[src/rtl/bin_to_bcd_seq_pkg.sv]
// Shared types and constants for the sequential binary-to-BCD converter.
// Also provides a pow10 helper that is used to size the overflow threshold.
package bcd_pkg;
  localparam int BCD_DIGIT_W = 4;
  localparam int DEF_DIGITS  = 4;
  localparam int DEF_BIN_W   = 14;

  function automatic int unsigned pow10(input int n);
    int unsigned r;
    r = 1;
    for (int i = 0; i < n; i++) r = r * 10;
    return r;
  endfunction

  localparam int unsigned MAX_DEC = pow10(DEF_DIGITS) - 1;
  localparam logic [BCD_DIGIT_W*DEF_DIGITS-1:0] BCD_NINES = {DEF_DIGITS{4'h9}};

  typedef enum logic [1:0] {
    IDLE  = 2'd0,
    SHIFT = 2'd1,
    DONE  = 2'd2
  } state_t;
endpackage

[src/rtl/bin_to_bcd_seq_add3.sv]
// Double-dabble digit corrector: adds 3 to a BCD digit that is 5 or more.
// The sum stays 4 bits wide, so nothing carries into the next digit.
module bcd_add3
  import bcd_pkg::*;
(
  input  logic [BCD_DIGIT_W-1:0] din,
  output logic [BCD_DIGIT_W-1:0] dout
);
  assign dout = (din >= 4'd5) ? din + 4'd3 : din;
endmodule

[src/rtl/bin_to_bcd_seq.sv]
// Sequential binary-to-BCD converter, one double-dabble step per clock; result held until next done.
// Optional macro BCD_SATURATE_EN: out-of-range inputs show all nines instead of the low digits.
module bin_to_bcd_seq
  import bcd_pkg::*;
#(
  parameter int BIN_W  = DEF_BIN_W,
  parameter int DIGITS = DEF_DIGITS
) (
  input  logic                         clk,
  input  logic                         rst,
  input  logic                         start,
  input  logic [BIN_W-1:0]             bin_in,
  output logic                         busy,
  output logic                         done,
  output logic [BCD_DIGIT_W*DIGITS-1:0] bcd,
  output logic                         ovf
);
  localparam int          SW    = BCD_DIGIT_W * DIGITS;
  localparam int          CW    = $clog2(BIN_W + 1);
  localparam int unsigned MAX_V = pow10(DIGITS) - 1;

  state_t          state_reg;
  logic [BIN_W-1:0] bin_reg;
  logic [SW-1:0]   scratch_reg;
  logic [CW-1:0]   cnt_reg;
  logic            ovf_next_reg;
  logic            busy_reg;
  logic            done_reg;
  logic [SW-1:0]   bcd_reg;
  logic            ovf_reg;

  logic [SW-1:0]   adj;
  logic [SW-1:0]   result_next;
  logic            in_ovf;
  logic            unused_msb;

  genvar gi;
  generate
    for (gi = 0; gi < DIGITS; gi++) begin : g_digit
      bcd_add3 u_add3 (
        .din  (scratch_reg[BCD_DIGIT_W*gi +: BCD_DIGIT_W]),
        .dout (adj[BCD_DIGIT_W*gi +: BCD_DIGIT_W])
      );
    end
  endgenerate

  // Top scratch bit is shifted out: this is what yields the value modulo 10^DIGITS.
  assign unused_msb = adj[SW-1];
  assign in_ovf     = (32'(bin_in) > MAX_V);

`ifdef BCD_SATURATE_EN
  assign result_next = ovf_next_reg ? {DIGITS{4'h9}} : scratch_reg;
`else
  assign result_next = scratch_reg;
`endif

  always_ff @(posedge clk) begin
    if (rst) begin
      state_reg    <= IDLE;
      bin_reg      <= '0;
      scratch_reg  <= '0;
      cnt_reg      <= '0;
      ovf_next_reg <= 1'b0;
      busy_reg     <= 1'b0;
      done_reg     <= 1'b0;
      bcd_reg      <= '0;
      ovf_reg      <= 1'b0;
    end else begin
      done_reg <= 1'b0;
      case (state_reg)
        IDLE: begin
          if (start) begin
            bin_reg      <= bin_in;
            scratch_reg  <= '0;
            cnt_reg      <= CW'(BIN_W);
            ovf_next_reg <= in_ovf;
            busy_reg     <= 1'b1;
            state_reg    <= SHIFT;
          end
        end
        SHIFT: begin
          {scratch_reg, bin_reg} <= {adj[SW-2:0], bin_reg, 1'b0};
          cnt_reg <= cnt_reg - CW'(1);
          if (cnt_reg == CW'(1)) state_reg <= DONE;
        end
        DONE: begin
          bcd_reg   <= result_next;
          ovf_reg   <= ovf_next_reg;
          done_reg  <= 1'b1;
          busy_reg  <= 1'b0;
          state_reg <= IDLE;
        end
        default: state_reg <= IDLE;
      endcase
    end
  end

  assign busy = busy_reg;
  assign done = done_reg;
  assign bcd  = bcd_reg;
  assign ovf  = ovf_reg;
endmodule
[config.mk]
export PLATFORM = sky130hd
export DESIGN_NAME = bin_to_bcd_seq
export DESIGN_NICKNAME = d
export VERILOG_FILES = /design/src/rtl/bin_to_bcd_seq_pkg.sv /design/src/rtl/bin_to_bcd_seq_add3.sv /design/src/rtl/bin_to_bcd_seq.sv
export SDC_FILE = /design/constraint.sdc
export NUM_CORES = 1
export LEC_CHECK = 0
export CORE_MARGIN = 4
export CORE_UTILIZATION = 54
export CTS_CLUSTER_DIAMETER = 60
export DETAILED_ROUTE_END_ITERATION = 16
export PLACE_DENSITY = 0.82
export SLEW_MARGIN = 40
export SYNTH_ARGS = -nofsm -noshare
export SYNTH_HDL_FRONTEND = slang
export SYNTH_SLANG_ARGS = --single-unit
[constraint.sdc]
create_clock -name clk -period 3.1 [get_ports clk]
set_clock_uncertainty 0.2 [all_clocks]
set_input_delay 0.62 -clock clk [delete_from_list [all_inputs] [get_ports clk]]
set_output_delay 0.62 -clock clk [all_outputs]
set_load 0.01 [all_outputs]
==> impl_metrics.toml, run 1 <==
[floorplanning]
die_h_um = 76.9
die-area_um2 = 5910
coreArea_um2 = 4470
num_rows = 24
start_util_pct = 57.3
num_io_pins = 36
die_width_um = 76.9

[pwr]
ir_drop_v = 0.000236
power.leakage_nw = 1.11
p_per_area_nw_per_um2 = 446
p_total_mw = 1.32

[worst_setup_path]
crit_family = "simple AND/OR/NAND/NOR gates"
worst-r2r-setup-slack_ns = 0.94
endpoint = "state_reg[1]"
critPathRequiredTime_ns = 3.15
worstRegToRegCells = 3
cp_cell_sequence = "clkdlybuf4s50_1 -> nor2_1 -> and3_1"
reg2reg_to = "state_reg[1]"
max_stage_delay_ns = 0.73
crit_fanout = 12
crit_start = "rst"
crit_path_start_kind = "input port"
crit_cells = 3
setup.worst_path.class = "in -> reg"
arrival_ns = 2.26
cp-end-kind = "flop"
worstPathBufferInverterCount = 1
slowest_stage = "nor2_1"
r2r-start = "state_reg[0]"

[final_layout]
area_growth_pct = 15.4
fill_cells = 365
nets = 309
layout-drive-gt1-share_pct = 13.1
antenna_cells = 0

[synth]
ys_ff_latch = 56
synthArstFlopShare_pct = 0
synthFlopType = "dfxtp_1"
synth_area_um2 = 2560
syn_area_per_cell_um2 = 10.1
synth_cell_types = 41
mappedNetlistNets = 280
synth_edf_count = 0
ys_seq_area_share_pct = 43.7
ys_warn_count = 0
synthCells = 253

[worst_hold_path]
hp-class = "reg -> reg"
hold_depth = 1

[sta]
whs_ns = 0.274
fin_ws_ns = 0.893
drv_slew = 0
finalCritPeriodShare_pct = 71.2
rsz0062_at_grt = "false"
worst_pin_slew_ns = 0.796
finalHoldViolCount = 0
max_freq_ghz = 0.453
relSlewSlack_pct = 46.8
setup_tns_ns = 0
setup_viol = 0
finalCriticalPeriod_ns = 2.21

[clock_tree]
cts-resized-gates = 0
htree_levels = 2
clk_pin_slew_ns = 0.10
cts_tree = "built"
worstSkewPairLatency_ns = 0.31
ctsRootBufferMaster = "clkbuf_8"
cts_sinks = 56
ctsHoldBuffers = 0
cts_setup_buffers = 0
cts_buffers = 5
cts_buffer_depth = 2

[grt]
grt_use_total_pct = 16.8
grt_max_degree = 28
grt_pass1_vias = 1890
grt_overflow = 0
grt_pass1_wl_um = 8310
antenna_found_initial = 0

[detailed_routing]
wl_met2_um = 2210
met3WireLength_um = 158
antenna_left = 0
totalWireLength_um = 4680
viasPerCell = 5.65
met1_length_um = 2260
num_vias = 1894
firstDrtPassIters = 4
drt-initial-drc-count = 122
avgRoutedWirePerCell_um = 14.0
drc_errors = 0
highest_layer = "met4"

[placed_design]
dp_worst_setup_slack_ns = 0.552
hpwl_um = 3370
io_buffers = 35
place.gp.congestion = 0.784

[job]
maxCapViolCount = 0

[status]
status = "finished clean"
## worst register-to-register path, delay by kind of cell, from the launching register on
kind             cells  cell delay (ns)
flip-flops           1             0.70
AND/OR/NAND/NOR      3             1.22
## power by group
group          internal (mW)  switching (mW)  total [mW]
clock                  0.160           0.240       0.401
combinational         0.0660          0.0862       0.152
sequential             0.745          0.0206       0.766
## metal layers
metal | up-vias | track usage (%)
li1 | 963 | -
met1 | 893 | 21.3
met2 | 32 | 28.7
met3 | 6 | 3.63
met4 | 0 | 4.71
met5 | - | 0
## worst min path at each step
stage / start / end / slack, ns
6_report: ovf_next_reg / ovf / 0.27
5_1_grt: busy / busy / 0.31
4_1_cts: ovf_next_reg / ovf / 0.28
3_5_place_dp: ovf_next_reg / ovf / 0.25
3_3_place_gp: ovf_next_reg / ovf / 0.25
2_1_floorplan: ovf_next_reg / ovf / 0.24
## synthesized netlist by cell type (2+ instances only)
| master | instances | area (um^2) |
|---|---|---|
| mux2i_1 | 4 | 40.0 |
| buf_6 | 3 | 33.8 |
| o21ai_0 | 11 | 55.1 |
| nor2_8 | 2 | 40.0 |
| a311oi_2 | 10 | 150 |
| nand2_1 | 15 | 56.3 |
| nor2_1 | 28 | 105 |
| a22o_1 | 28 | 245 |
| buf_4 | 4 | 30.0 |
| dfxtp_1 | 56 | 1120 |
| nand3b_1 | 2 | 15.0 |
| a21oi_1 | 9 | 45.0 |
| nand2_2 | 9 | 56.3 |
| inv_1 | 10 | 37.5 |
| xnor2_1 | 4 | 35.0 |
| nor3_1 | 6 | 30.0 |
| xor2_1 | 3 | 26.3 |
| ha_1 | 10 | 125 |
| buf_2 | 5 | 25.0 |
| a211oi_1 | 2 | 15.0 |
| nand3_1 | 5 | 25.0 |
| a22oi_1 | 2 | 15.0 |
| a311oi_1 | 3 | 26.3 |
| nand2b_1 | 5 | 31.3 |
## cell usage in the layout, fill, tap and decap left out, types with 4 or more instances in the layout
master	n
nor3_1	6
inv_1	10
a311oi_2	10
nand2_2	9
clkbuf_8	5
a22o_1	28
dfxtp_1	56
nand3_1	5
o21ai_0	11
nand2_1	15
nand2b_1	5
nor2_1	28
xnor2_1	4
ha_1	10
a21oi_1	9
clkdlybuf4s50_1	35
mux2i_1	4
## logic make-up (layout without fill, tap and decap cells)
| family | Yosys count | after routing | share of synthesized area [%] |
|---|---|---|---|
| and+or+nand+nor | 81 | 81 | 17.3 |
| xor gates and xnor gates | 7 | 7 | 2.39 |
| muxes | 4 | 4 | 1.56 |
| buffers and inverters | 26 | 56 | 6.69 |
| DFF | 56 | 56 | 43.8 |
| AOI/OAI and AO/OA | 69 | 69 | 23.4 |
| adders and majority gates | 10 | 10 | 4.88 |
## cell type report
class                           count  area (um^2)  area share [%]
Clock buffer                        5         68.8            2.33
Multi-Input combinational cell    171         1270            42.9
Timing Repair Buffer               37          365            12.4
Clock inverter                      3         23.8           0.804
Sequential cell                    56         1120            37.9
Tap cell                           52         65.1            2.20
Inverter                           11         43.8            1.48
## metrics by stage
step	cells	cell area [um^2]	util, %
6_report	335	2960	66.1
5_1_grt	335	2960	66.1
4_1_cts	335	2960	66.1
3_5_place_dp	327	2870	64.0
3_3_place_gp	327	2870	64.0
2_1_floorplan	253	2560	-
Note: power is estimated with default switching activity, not from simulation.
==> run 2: changes to the inputs <==
==> constraint.sdc (replaced) <==
create_clock -name clk -period 2.16 [get_ports clk]
set_clock_uncertainty 0.2 [all_clocks]
set_input_delay 0.432 -clock clk [delete_from_list [all_inputs] [get_ports clk]]
set_output_delay 0.432 -clock clk [all_outputs]
set_load 0.01 [all_outputs]
==> impl_metrics.toml, run 2 (same netlist as run 1, synthesis figures left out) <==
[status]
status = "finished clean"

[sta]
worst_pin_slew_ns = 0.779
setup_tns_ns = 0
drv_slew = 0
finalCriticalPeriod_ns = 1.92
whs_ns = 0.281
relSlewSlack_pct = 47.9
max_freq_ghz = 0.521
finalCritPeriodShare_pct = 88.8
finalHoldViolCount = 0
rsz0062_at_grt = "false"
setup_viol = 0

[clock_tree]
htree_levels = 2
cts_sinks = 56
cts_setup_buffers = 0
cts_buffer_depth = 2
cts-resized-gates = 0
worstSkewPairLatency_ns = 0.31
clk_pin_slew_ns = 0.10
cts_tree = "built"
ctsRootBufferMaster = "clkbuf_8"
cts_buffers = 5
ctsHoldBuffers = 0

[pwr]
clkPwrFrac_pct = 29.1
p_seq_share_pct = 58.5
p_sw_uw = 483
p_total_mw = 1.88
power_frac_comb_pct = 12.4
intPower_mw = 1.39
swShare_pct = 25.7
power.leakage_nw = 1.15
ir_drop_v = 0.000297
p_per_area_nw_per_um2 = 621

[floorplanning]
start_util_pct = 57.3
coreArea_um2 = 4470
num_rows = 24
die_h_um = 76.9
num_io_pins = 36
die-area_um2 = 5910
die_width_um = 76.9

[worst_setup_path]
max_stage_delay_ns = 0.60
r2r-start = "state_reg[0]"
worstRegToRegCells = 4
worstPathBufferInverterCount = 1
endpoint = "result_next[12]"
crit_start = "start"
slowest_stage = "nor2_1"
cp_cell_sequence = "clkdlybuf4s50_1 -> nor2_4 -> nor2_8 -> nor2_1 -> a22o_1"
cp-end-kind = "flop"
crit_fanout = 11
reg2reg_to = "result_next[12]"
arrival_ns = 1.98
crit_path_start_kind = "input port"
crit_cells = 5
critPathRequiredTime_ns = 2.22
crit_family = "simple AND/OR/NAND/NOR gates"
setup.worst_path.class = "in -> reg"
worst-r2r-setup-slack_ns = 0.34

[grt]
antenna_found_initial = 0
grt_pass1_wl_um = 8400
grt_use_total_pct = 17.5
grt_pass1_vias = 1827
grt_overflow = 0
grt_max_degree = 28

[detailed_routing]
num_vias = 1919
drc_errors = 0
viasPerCell = 5.61
totalWireLength_um = 4800
firstDrtPassIters = 6
avgRoutedWirePerCell_um = 14.0
antenna_left = 0
drt-initial-drc-count = 64

[final_layout]
final_cell_area_um2 = 3020
nets = 317
final_cell_mix = "dfxtp_1, clkdlybuf4s50_1, a22o_1, nor2_1, nand2_1"
fill_cells = 372
instances_no_fill = 342
antenna_cells = 0
layout-drive-gt1-share_pct = 15.2
layout_commonest_cell = "dfxtp_1"
area_growth_pct = 17.8

[placed_design]
hpwl_um = 3470
place_area_um2 = 2940
place_inst = 335
place.gp.congestion = 0.771
io_buffers = 35

[job]
maxCapViolCount = 0

[worst_hold_path]
hp-class = "reg -> reg"
[run 2: final cells by class]
class                           count  area [um^2]  share of cell area [%]
Inverter                           11         43.8                    1.45
Timing Repair Buffer               45          438                    14.5
Clock buffer                        5         68.8                    2.28
Clock inverter                      2         12.5                   0.414
Tap cell                           52         65.1                    2.15
Multi-Input combinational cell    171         1270                    42.1
Sequential cell                    56         1120                    37.1
[run 2: worst register-to-register path, delay by kind of cell, from the launching register on]
family	cells	cell delay, ns
AO/OA/AOI/OAI	1	0.26
flip-flops	1	0.45
AND/OR/NAND/NOR	3	0.87
[run 2: how the worst min path moves through the flow]
stage / slack (ns) / startpoint / end / cells past startpoint
floorplan: 0.24 / ovf_next_reg / ovf / 1
global route: 0.30 / ovf_next_reg / ovf_next_reg / 2
detailed placement: 0.26 / ovf_next_reg / ovf / 1
global placement: 0.25 / busy / busy / 1
CTS: 0.28 / ovf_next_reg / ovf / 1
finish: 0.28 / ovf_next_reg / ovf / 1
[run 2: layer usage]
| layer | vias up | global-route usage (%) | part of all wire [%] |
|---|---|---|---|
| li1 | 968 | - | - |
| met1 | 914 | 21.7 | 47 |
| met2 | 30 | 29.3 | 48 |
| met3 | 7 | 4.22 | 3.6 |
| met4 | 0 | 6.52 | 1.5 |
| met5 | - | 0 | 0 |
[run 2: metrics by stage]
stage	utilization (%)	setup slack [ns]
2_1_floorplan	-	0.592
3_3_place_gp	65.7	-0.0145
3_5_place_dp	65.7	-0.0809
4_1_cts	67.5	0.245
5_1_grt	67.5	0.202
6_report	67.5	0.242
[run 2: power by group through the flow]
| stage | sequential, mW | clock [mW] | combinational, mW |
|---|---|---|---|
| CTS | 1.10 | 0.556 | 0.235 |
| detailed placement | 1.12 | 0 | 0.234 |
| finish | 1.10 | 0.546 | 0.233 |
| floorplan | 1.11 | 0 | 0.180 |
| global placement | 1.12 | 0 | 0.228 |
| global route | 1.10 | 0.612 | 0.256 |
